===== src/rtl/inst_fetch_queue.sv =====
// Fetch front-end: owns the fetch PC, issues requests to a 1-cycle synchronous
// instruction SRAM and buffers returned {pc, inst} pairs in a DEPTH-entry FIFO
// for decode. Branch redirects and exception flushes drop all queued and
// in-flight fetches and restart fetching at the redirect target.
module inst_fetch_queue #(
  parameter int unsigned DEPTH    = 4,
  parameter logic [31:0] RESET_PC = 32'hBFC0_0000,
  parameter int unsigned CNT_W    = $clog2(DEPTH + 1)
) (
  input  logic             clk,
  input  logic             rst,
  input  logic             flush,
  input  logic [31:0]      new_pc,
  input  logic             br_e,
  input  logic [31:0]      br_addr,
  output logic             inst_sram_en,
  output logic [31:0]      inst_sram_addr,
  input  logic [31:0]      inst_sram_rdata,
  output logic             out_valid,
  output logic [31:0]      out_pc,
  output logic [31:0]      out_inst,
  input  logic             out_ready,
  output logic [CNT_W-1:0] count
);

  localparam int unsigned    PTR_W     = (DEPTH > 1) ? $clog2(DEPTH) : 1;
  localparam logic [CNT_W:0] DEPTH_OCC = (CNT_W + 1)'(DEPTH);

  logic [31:0]      fetch_pc;
  logic             inflight;
  logic [31:0]      inflight_pc;
  logic [PTR_W-1:0] rd_ptr;
  logic [PTR_W-1:0] wr_ptr;
  logic [31:0]      pc_mem   [DEPTH];
  logic [31:0]      inst_mem [DEPTH];

  logic             redirect;
  logic [31:0]      target;
  logic [CNT_W:0]   occupancy;
  logic             issue;
  logic             push;
  logic             pop;

  // A flush outranks a simultaneous branch redirect.
  assign redirect = flush | br_e;
  assign target   = flush ? new_pc : br_addr;

  // Credit rule: stored entries plus the outstanding request must leave room,
  // so a returning response always has a free slot. No pop lookahead.
  assign occupancy = {1'b0, count} + {{CNT_W{1'b0}}, inflight};
  assign issue     = !rst && !redirect && (occupancy < DEPTH_OCC);

  // A response arriving in a redirect cycle belongs to the abandoned path.
  assign push = inflight && !redirect;
  assign pop  = out_valid && out_ready && !redirect;

  assign inst_sram_en   = issue;
  assign inst_sram_addr = fetch_pc;

  assign out_valid = (count != '0);
  assign out_pc    = pc_mem[rd_ptr];
  assign out_inst  = inst_mem[rd_ptr];

  // Fetch PC advance and tracking of the single outstanding SRAM request.
  always_ff @(posedge clk) begin
    // NOTE: sequential state uses non-blocking assignments so every register
    // in the block samples pre-edge values regardless of statement order.
    if (rst) begin
      fetch_pc    <= RESET_PC;
      inflight    <= 1'b0;
      inflight_pc <= RESET_PC;
    end else if (redirect) begin
      fetch_pc <= target;
      inflight <= 1'b0;
    end else begin
      inflight <= issue;
      if (issue) begin
        inflight_pc <= fetch_pc;
        fetch_pc    <= fetch_pc + 32'd4;
      end
    end
  end

  // FIFO pointers and occupancy; a redirect empties the queue outright.
  always_ff @(posedge clk) begin
    if (rst || redirect) begin
      rd_ptr <= '0;
      wr_ptr <= '0;
      count  <= '0;
    end else begin
      if (push) wr_ptr <= wr_ptr + PTR_W'(1);
      if (pop)  rd_ptr <= rd_ptr + PTR_W'(1);
      case ({push, pop})
        2'b10:   count <= count + CNT_W'(1);
        2'b01:   count <= count - CNT_W'(1);
        default: count <= count;
      endcase
    end
  end

  // FIFO storage write of the returning instruction and its PC.
  always_ff @(posedge clk) begin
    // NOTE: storage arrays carry no reset; count and pointers alone decide
    // which entries are valid, so the arrays can map onto plain RAM.
    if (push && !rst) begin
      pc_mem[wr_ptr]   <= inflight_pc;
      inst_mem[wr_ptr] <= inst_sram_rdata;
    end
  end

endmodule

===== config.mk =====
export PLATFORM = sky130hd
export DESIGN_NAME = inst_fetch_queue
export DESIGN_NICKNAME = d
export VERILOG_FILES = /design/src/rtl/inst_fetch_queue.sv
export SDC_FILE = /design/constraint.sdc
export NUM_CORES = 1
export LEC_CHECK = 0
export ABC_AREA = 1
export CAP_MARGIN = 20
export CORE_MARGIN = 5
export CORE_UTILIZATION = 54
export CTS_CLUSTER_DIAMETER = 100
export DETAILED_ROUTE_END_ITERATION = 8
export GPL_ROUTABILITY_DRIVEN = 0
export HOLD_SLACK_MARGIN = 0.1
export PLACE_DENSITY_LB_ADDON = 0.12
export SKIP_LAST_GASP = 1
export SYNTH_ARGS = -nofsm -noshare
export SYNTH_HDL_FRONTEND = slang
export SYNTH_SLANG_ARGS = --single-unit

===== constraint.sdc =====
create_clock -name clk -period 5.1 [get_ports clk]
set_input_delay 0.765 -clock clk [delete_from_list [all_inputs] [get_ports clk]]
set_output_delay 0.765 -clock clk [all_outputs]
set_load 0.1 [all_outputs]

# After elaboration in Yosys (flattened, before gate mapping)
# Memories as Yosys holds them, arrays and structs flattened. A register that Yosys moved wholly into a read port is not among the register bits.
# Index checks and enable logic that the tools add are counted.
dict set report totals {
  regBits 72
  ramBits 256
  inputBits 101
  out_inout_bits 101
  word_cells 43
  n_memories 2
}
# memory depth width rd rd_clocked_by_memory_dff write_ports line_no
set memory_table {}
lappend memory_table {inst_mem 4 32 1 1 1 35} ;# logic [31:0] inst_mem [DEPTH];
lappend memory_table {pc_mem 4 32 1 1 1 34} ;# logic [31:0] pc_mem [DEPTH];
dict set report op_classes {
  n_addsub 6
  magnitude_cmp 1
  eq_ne 2
  muxes 10
  n_bitwise 2
  reduce_logical 14
}
# cell count
set ops {}
lappend ops {{$mux W32} 3}
lappend ops {{$add A32 B3 Y32 const B} 1}
lappend ops {{$mux W2} 4}
lappend ops {{$logic_and A1 B1 Y1} 6}
lappend ops {{$pmux W3 S2} 1}
lappend ops {{$add A2 B1 Y2 const B} 2}
lappend ops {{$add A3 B1 Y4} 1}
lappend ops {{$lt A4 B3 Y1 const B} 1}
lappend ops {{$reduce_bool A2 Y1} 2}
lappend ops {{$add A3 B1 Y3 const B} 1}
lappend ops {{$reduce_bool A3 Y1} 1}
lappend ops {{$sub A3 B1 Y3 const B} 1}
lappend ops {{$eq A2 B1 Y1 const B} 1}
lappend ops {{$eq A2 B2 Y1 const B} 1}
lappend ops {{$logic_not A1 Y1} 2}
lappend ops {{$mux W1} 2}
lappend ops {{$reduce_and A2 Y1} 1}
lappend ops {{$reduce_or A2 Y1} 1}
lappend ops {{$logic_or A1 B1 Y1} 1}
lappend ops {{$not A1 Y1} 1}
lappend ops {{$or A1 B1 Y1} 1}

# Depth between registers and ports, before layout
dict set report logic_depth {
  word_depth 6
  mapped_depth 11
  depth_no_buf 11
}

# Worst setup path after synthesis
# OpenSTA, ideal clock, no wires.
dict set report synth_timing {
  path_kind {input to register}
  startpoint {input port flush}
  endpoint {memory inst_mem[0][0] (enable)}
  setup_time_ps 486
  arrival_time_ps 4061
  required_time_ps 4614
  path_slack_ps 553
  cell_stages 6
  n_path_buf 1
  cell_sequence {buf_2 nor2_8 inv_2 nor2_4 nand2_1 nor2_1}
}
dict set report synth_between {
  elab_chain_len 6
}
# item line_no
set synth_lines {}
lappend synth_lines {{start: declaration} 12} ;# input logic flush,
lappend synth_lines {{$or A1 B1 Y1} 45} ;# assign redirect = flush | br_e;
lappend synth_lines {{$logic_not A1 Y1} 54} ;# assign push = inflight && !redirect;
lappend synth_lines {{$logic_and A1 B1 Y1} 54}
lappend synth_lines {{$logic_and A1 B1 Y1} 105} ;# if (push && !rst) begin
lappend synth_lines {{$mux W1} 105}
lappend synth_lines {{$mux W1 (not written as such)} 107} ;# inst_mem[wr_ptr] <= inst_sram_rdata;
lappend synth_lines {{end: declaration} 35}
# Every way passes these cells.

==> impl_summary.md <==
Timing
For the final database, setup skew stands at 7.86 ps. The number of hold-slack violations in the final timing report is 0. The relative slew slack is 29.6%. The actual transition at the worst max-transition pin is 1050 ps. The final count of pins violating max slew is 0. Setup repair after global routing left no endpoint under its margin. Setup violations remaining at the end of the flow were counted as 0. Static timing analysis puts the maximum clock frequency at 234 MHz. After routing, the total negative slack on setup checks comes to 0 ps. The final period demand of the worst path is 4270 ps. The share of the clock period used by the worst path after layout is 83.6%.

Pwr
The share of total power in combinational logic is 8.8%. The switching power of the nets is 0.00132 W. The clock group share of total power is 38.6%.

The share of power burned in registers is 52.6%. VDD sags by at most 0.000242 V. The switching share of power is 23.3%.

The internal cell power is 0.00436 W. For this design the ratio of total power to cell area is 339 nW/um^2. For this design the static power due to leakage is 5.97 nW.

Clocking
The cell sitting at the root of the clock tree is a sky130_fd_sc_hd__clkbuf_16. The tree built by TritonCTS fans out to 330 sinks. Post-CTS timing repair inserted 0 buffers for setup. The insertion delay to the later sink of the worst-skew pair is 540 ps. After clock tree synthesis, the flow added hold-fix buffers numbering 0. The TritonCTS clock tree is done. The post-cts repair resize count is 0. The number of H-tree levels is 1.

The number of buffers created by CTS is 31. The maximum number of buffers from clock root to sink is 3. The clock slew at the register clock pins of the worst setup and hold paths is 60 ps.

Die
The die covers 28,200 um^2. The standard-cell row count is 57. The count of boundary I/O pins is 202. Measured along the x axis, the die boundary spans 168 um. The starting utilization of the core area is 55.2%. From bottom edge to top edge, the die measures 168 um. The region available for standard cell placement spans 24,500 um^2.

Layout
The final antenna diode count is 0. From synthesis to final layout, the design area changed by 24.1%. The final standard cell count with taps included and fillers excluded is 1,794. The final instance area is 16,700 um^2.

The layout has 1,840 filler cells. The fraction of final layout cells sized beyond drive strength 1 is 5.17%. The net count of the finished layout is 1,554.

Synthesis
The net count of the mapped netlist is 1,379. After technology mapping, the gate count stands at 1,271. The Yosys step of the flow raised 0 warnings. The netlist area before placement is 13,500 um^2.

The synthesized design contains 330 register bits. Synthesis instantiated 32 different standard cells from the library. Averaged over all synthesized cells, the footprint is 10.6 um^2. The register area share after synthesis is 68.0%.

Job
The number of max-cap violations is 0.

Detailed routing
The routed wire length is 31,500 um. Using the TritonRoute via totals, the vias-per-cell ratio works out to 5.53. The mean routed wirelength per cell is 17.6 um. Summing over every cut layer, the via total after detailed routing is 9,917. The detail route stage leaves a number of antenna-violating nets equal to 0. The number of DRC violations after detailed-routing iteration 0 is 804. After detailed routing, the number of remaining DRC violations is 0.

The first-pass iteration count of the detailed router is 5.

Placed design
The placed instances occupy a cell area of 15,800 um^2. The cell total after placement is 1,737. The number of port buffers is 201. The half-perimeter wire length of the detailed placement result is 19,800 um.

Global routing
Global routing used 21.6% of the available tracks. The initial antenna violation count was 0. The wire length of the first global-routing pass is 50,100 um.

Entering global routing, the biggest net connects 87 pins. After global routing the overflow that remains totals 0. The number of global-route vias before repair is 9,463.

Setup path
The worst endpoint data arrival time is 3500 ps. The signal on the critical path passes through buf_4, o21ai_0, o22ai_1, clkdlybuf4s50_1. On the worst path, the slowest cell contributes a delay of 1160 ps. The critical path in this run is classified as flip-flop to output pin. The worst register-to-register path has a depth of 10.

The cell class contributing the biggest share of worst-path delay is buffers and inverters. The worst endpoint required time is 4340 ps. The largest fanout on the critical path is 86. The number of logic stages on the critical path including buffering is 4.

Across all register-to-register paths, the minimum setup slack is 3030 ps. STA classifies the critical path startpoint as a flip-flop. STA classifies the critical path endpoint as an output pin. The slowest stage of the critical path belongs to the cell sky130_fd_sc_hd__clkdlybuf4s50_1. The number of buffers and inverters on the critical path is 2.

Hold path
The number of stages on the worst hold path is 0. The kind of path behind the tightest hold check is flip-flop to flip-flop.

Run status
The run finished with clean final reports.
-- cell type report --
class	count	area [um^2]	share of cell area, %
sequential	330	9170	54.8
multi-input combinational	816	3840	23.0
timing repair buffer	215	2150	12.8
clock buffer	43	851	5.08
tap	324	405	2.42
inverter	52	196	1.17
clock inverter	14	124	0.740
-- state kept, by name, summed over array words and instances (netlist names), named ones only --
| name | count |
|---|---|
| wr_ptr | 2 |
| inflight_pc | 32 |
| rd_ptr | 2 |
| count | 3 |
| inst_mem | 128 |
| inflight | 1 |
| pc_mem | 128 |
| inst_sram_addr | 32 |
-- cell usage in the layout (no fill, tap or decap), types with 2 or more instances in the layout --
cell type                         netlist  routed
sky130_fd_sc_hd__a21oi_1               59      59
sky130_fd_sc_hd__a31oi_1                5       5
sky130_fd_sc_hd__buf_12                 0       3
sky130_fd_sc_hd__buf_4                  4      13
sky130_fd_sc_hd__bufinv_16              0       2
sky130_fd_sc_hd__clkbuf_1              52       9
sky130_fd_sc_hd__clkbuf_16              0      31
sky130_fd_sc_hd__clkbuf_8               0       3
sky130_fd_sc_hd__clkdlybuf4s50_1        0     199
sky130_fd_sc_hd__clkinv_1               1       5
sky130_fd_sc_hd__clkinv_2               0       5
sky130_fd_sc_hd__dfxtp_1               74      72
sky130_fd_sc_hd__edfxtp_1             256     256
sky130_fd_sc_hd__ha_1                   6       6
sky130_fd_sc_hd__inv_1                 48      47
sky130_fd_sc_hd__inv_2                  3       4
sky130_fd_sc_hd__nand2_1              145     145
sky130_fd_sc_hd__nand3_1               36      36
sky130_fd_sc_hd__nand4_1                3       3
sky130_fd_sc_hd__nor2_1               273     269
sky130_fd_sc_hd__nor2_4                 1       5
sky130_fd_sc_hd__o211ai_1              10      10
sky130_fd_sc_hd__o21ai_0              194     194
sky130_fd_sc_hd__o21ai_1                2       2
sky130_fd_sc_hd__o22ai_1               67      67
sky130_fd_sc_hd__or2_2                  2       2
sky130_fd_sc_hd__xor2_1                 5       5
-- power by group through the flow --
stage          clock network (W)  registers [W]  logic [W]
2_1_floorplan                  0        0.00319   0.000164
3_3_place_gp                   0        0.00304   0.000493
5_1_grt                  0.00236        0.00299   0.000536
3_5_place_dp                   0        0.00304   0.000497
4_1_cts                  0.00223        0.00298   0.000499
6_report                 0.00220        0.00299   0.000499
-- Yosys cell counts --
| cell type | count | area share, % |
|---|---|---|
| sky130_fd_sc_hd__buf_1 | 7 | 0.19 |
| sky130_fd_sc_hd__inv_1 | 48 | 1.3 |
| sky130_fd_sc_hd__a31oi_1 | 5 | 0.23 |
| sky130_fd_sc_hd__or2_2 | 2 | 0.093 |
| sky130_fd_sc_hd__xnor2_1 | 1 | 0.065 |
| sky130_fd_sc_hd__clkinv_1 | 1 | 0.028 |
| sky130_fd_sc_hd__nand4_1 | 3 | 0.14 |
| sky130_fd_sc_hd__nand2_1 | 145 | 4.0 |
| sky130_fd_sc_hd__o21ai_0 | 194 | 7.2 |
| sky130_fd_sc_hd__o22ai_1 | 67 | 3.1 |
| sky130_fd_sc_hd__nand3_4 | 1 | 0.13 |
| sky130_fd_sc_hd__ha_1 | 6 | 0.56 |
| sky130_fd_sc_hd__dfxtp_1 | 74 | 11 |
| sky130_fd_sc_hd__a21oi_1 | 59 | 2.2 |
| sky130_fd_sc_hd__a211oi_1 | 1 | 0.056 |
| sky130_fd_sc_hd__fa_1 | 1 | 0.15 |
| sky130_fd_sc_hd__buf_2 | 8 | 0.30 |
| sky130_fd_sc_hd__nor2_8 | 1 | 0.15 |
| sky130_fd_sc_hd__nor2_1 | 273 | 7.6 |
| sky130_fd_sc_hd__buf_4 | 4 | 0.22 |
| sky130_fd_sc_hd__o211ai_1 | 10 | 0.56 |
| sky130_fd_sc_hd__o2111ai_1 | 1 | 0.065 |
| sky130_fd_sc_hd__buf_6 | 2 | 0.17 |
| sky130_fd_sc_hd__o21a_1 | 1 | 0.056 |
| sky130_fd_sc_hd__clkbuf_1 | 52 | 1.4 |
| sky130_fd_sc_hd__nor2_4 | 1 | 0.083 |
| sky130_fd_sc_hd__nand3_1 | 36 | 1.3 |
| sky130_fd_sc_hd__o21ai_1 | 2 | 0.074 |
| sky130_fd_sc_hd__inv_2 | 3 | 0.083 |
| sky130_fd_sc_hd__nand2_4 | 1 | 0.083 |
| sky130_fd_sc_hd__xor2_1 | 5 | 0.32 |
| sky130_fd_sc_hd__edfxtp_1 | 256 | 57 |
-- worst reg2reg max path, delay by kind of cell (launching register included) --
family / cells / cell delay [ps]
adder cells (fa/ha/maj): 1 / 390
flip-flops: 1 / 470
AND/OR/NAND/NOR: 9 / 1120
-- cell families (layout without fill, tap and decap cells) --
logic type	count (synthesis)	count (layout)	share of synthesized area, %
buf+inv	125	324	3.77
flops	330	330	68.0
compound gates	340	340	13.5
fa+ha+maj	7	7	0.705
simple gates	463	463	13.6
xor+xnor	6	6	0.389
-- per-layer routing --
layer / up-vias / track usage [%] / share of wire (%)
li1: 4826 / - / -
met1: 4656 / 29.9 / 43
met2: 386 / 35.1 / 47
met3: 49 / 4.81 / 8.2
met4: 0 / 5.68 / 2.1
met5: - / 0 / 0
-- stage by stage --
stage,total power (W),util [%],hold slack (ps),worst slack [ps]
finish,0.00568,68.4,490,835
CTS,0.00572,68.4,498,821
floorplan,0.00335,-,455,553
detailed placement,0.00354,64.5,470,1400
global route,0.00589,68.4,512,551
global placement,0.00353,64.5,481,1450
-- worst paths after layout --
| check | from | to |
|---|---|---|
| setup / recovery | flip-flop | out_inst[15] |
| hold reg to reg | inflight_pc[30]$_SDFFE_PP0P_ | pc_mem[3][30]$_DFFE_PP_ |
| setup reg to reg | inst_sram_addr[2]$_SDFFE_PP0P_ | inst_sram_addr[26]$_SDFFE_PP1P_ |
| hold / removal | inflight_pc[30]$_SDFFE_PP0P_ | pc_mem[3][30]$_DFFE_PP_ |
No activity file was read; power rests on OpenSTA's default activity.
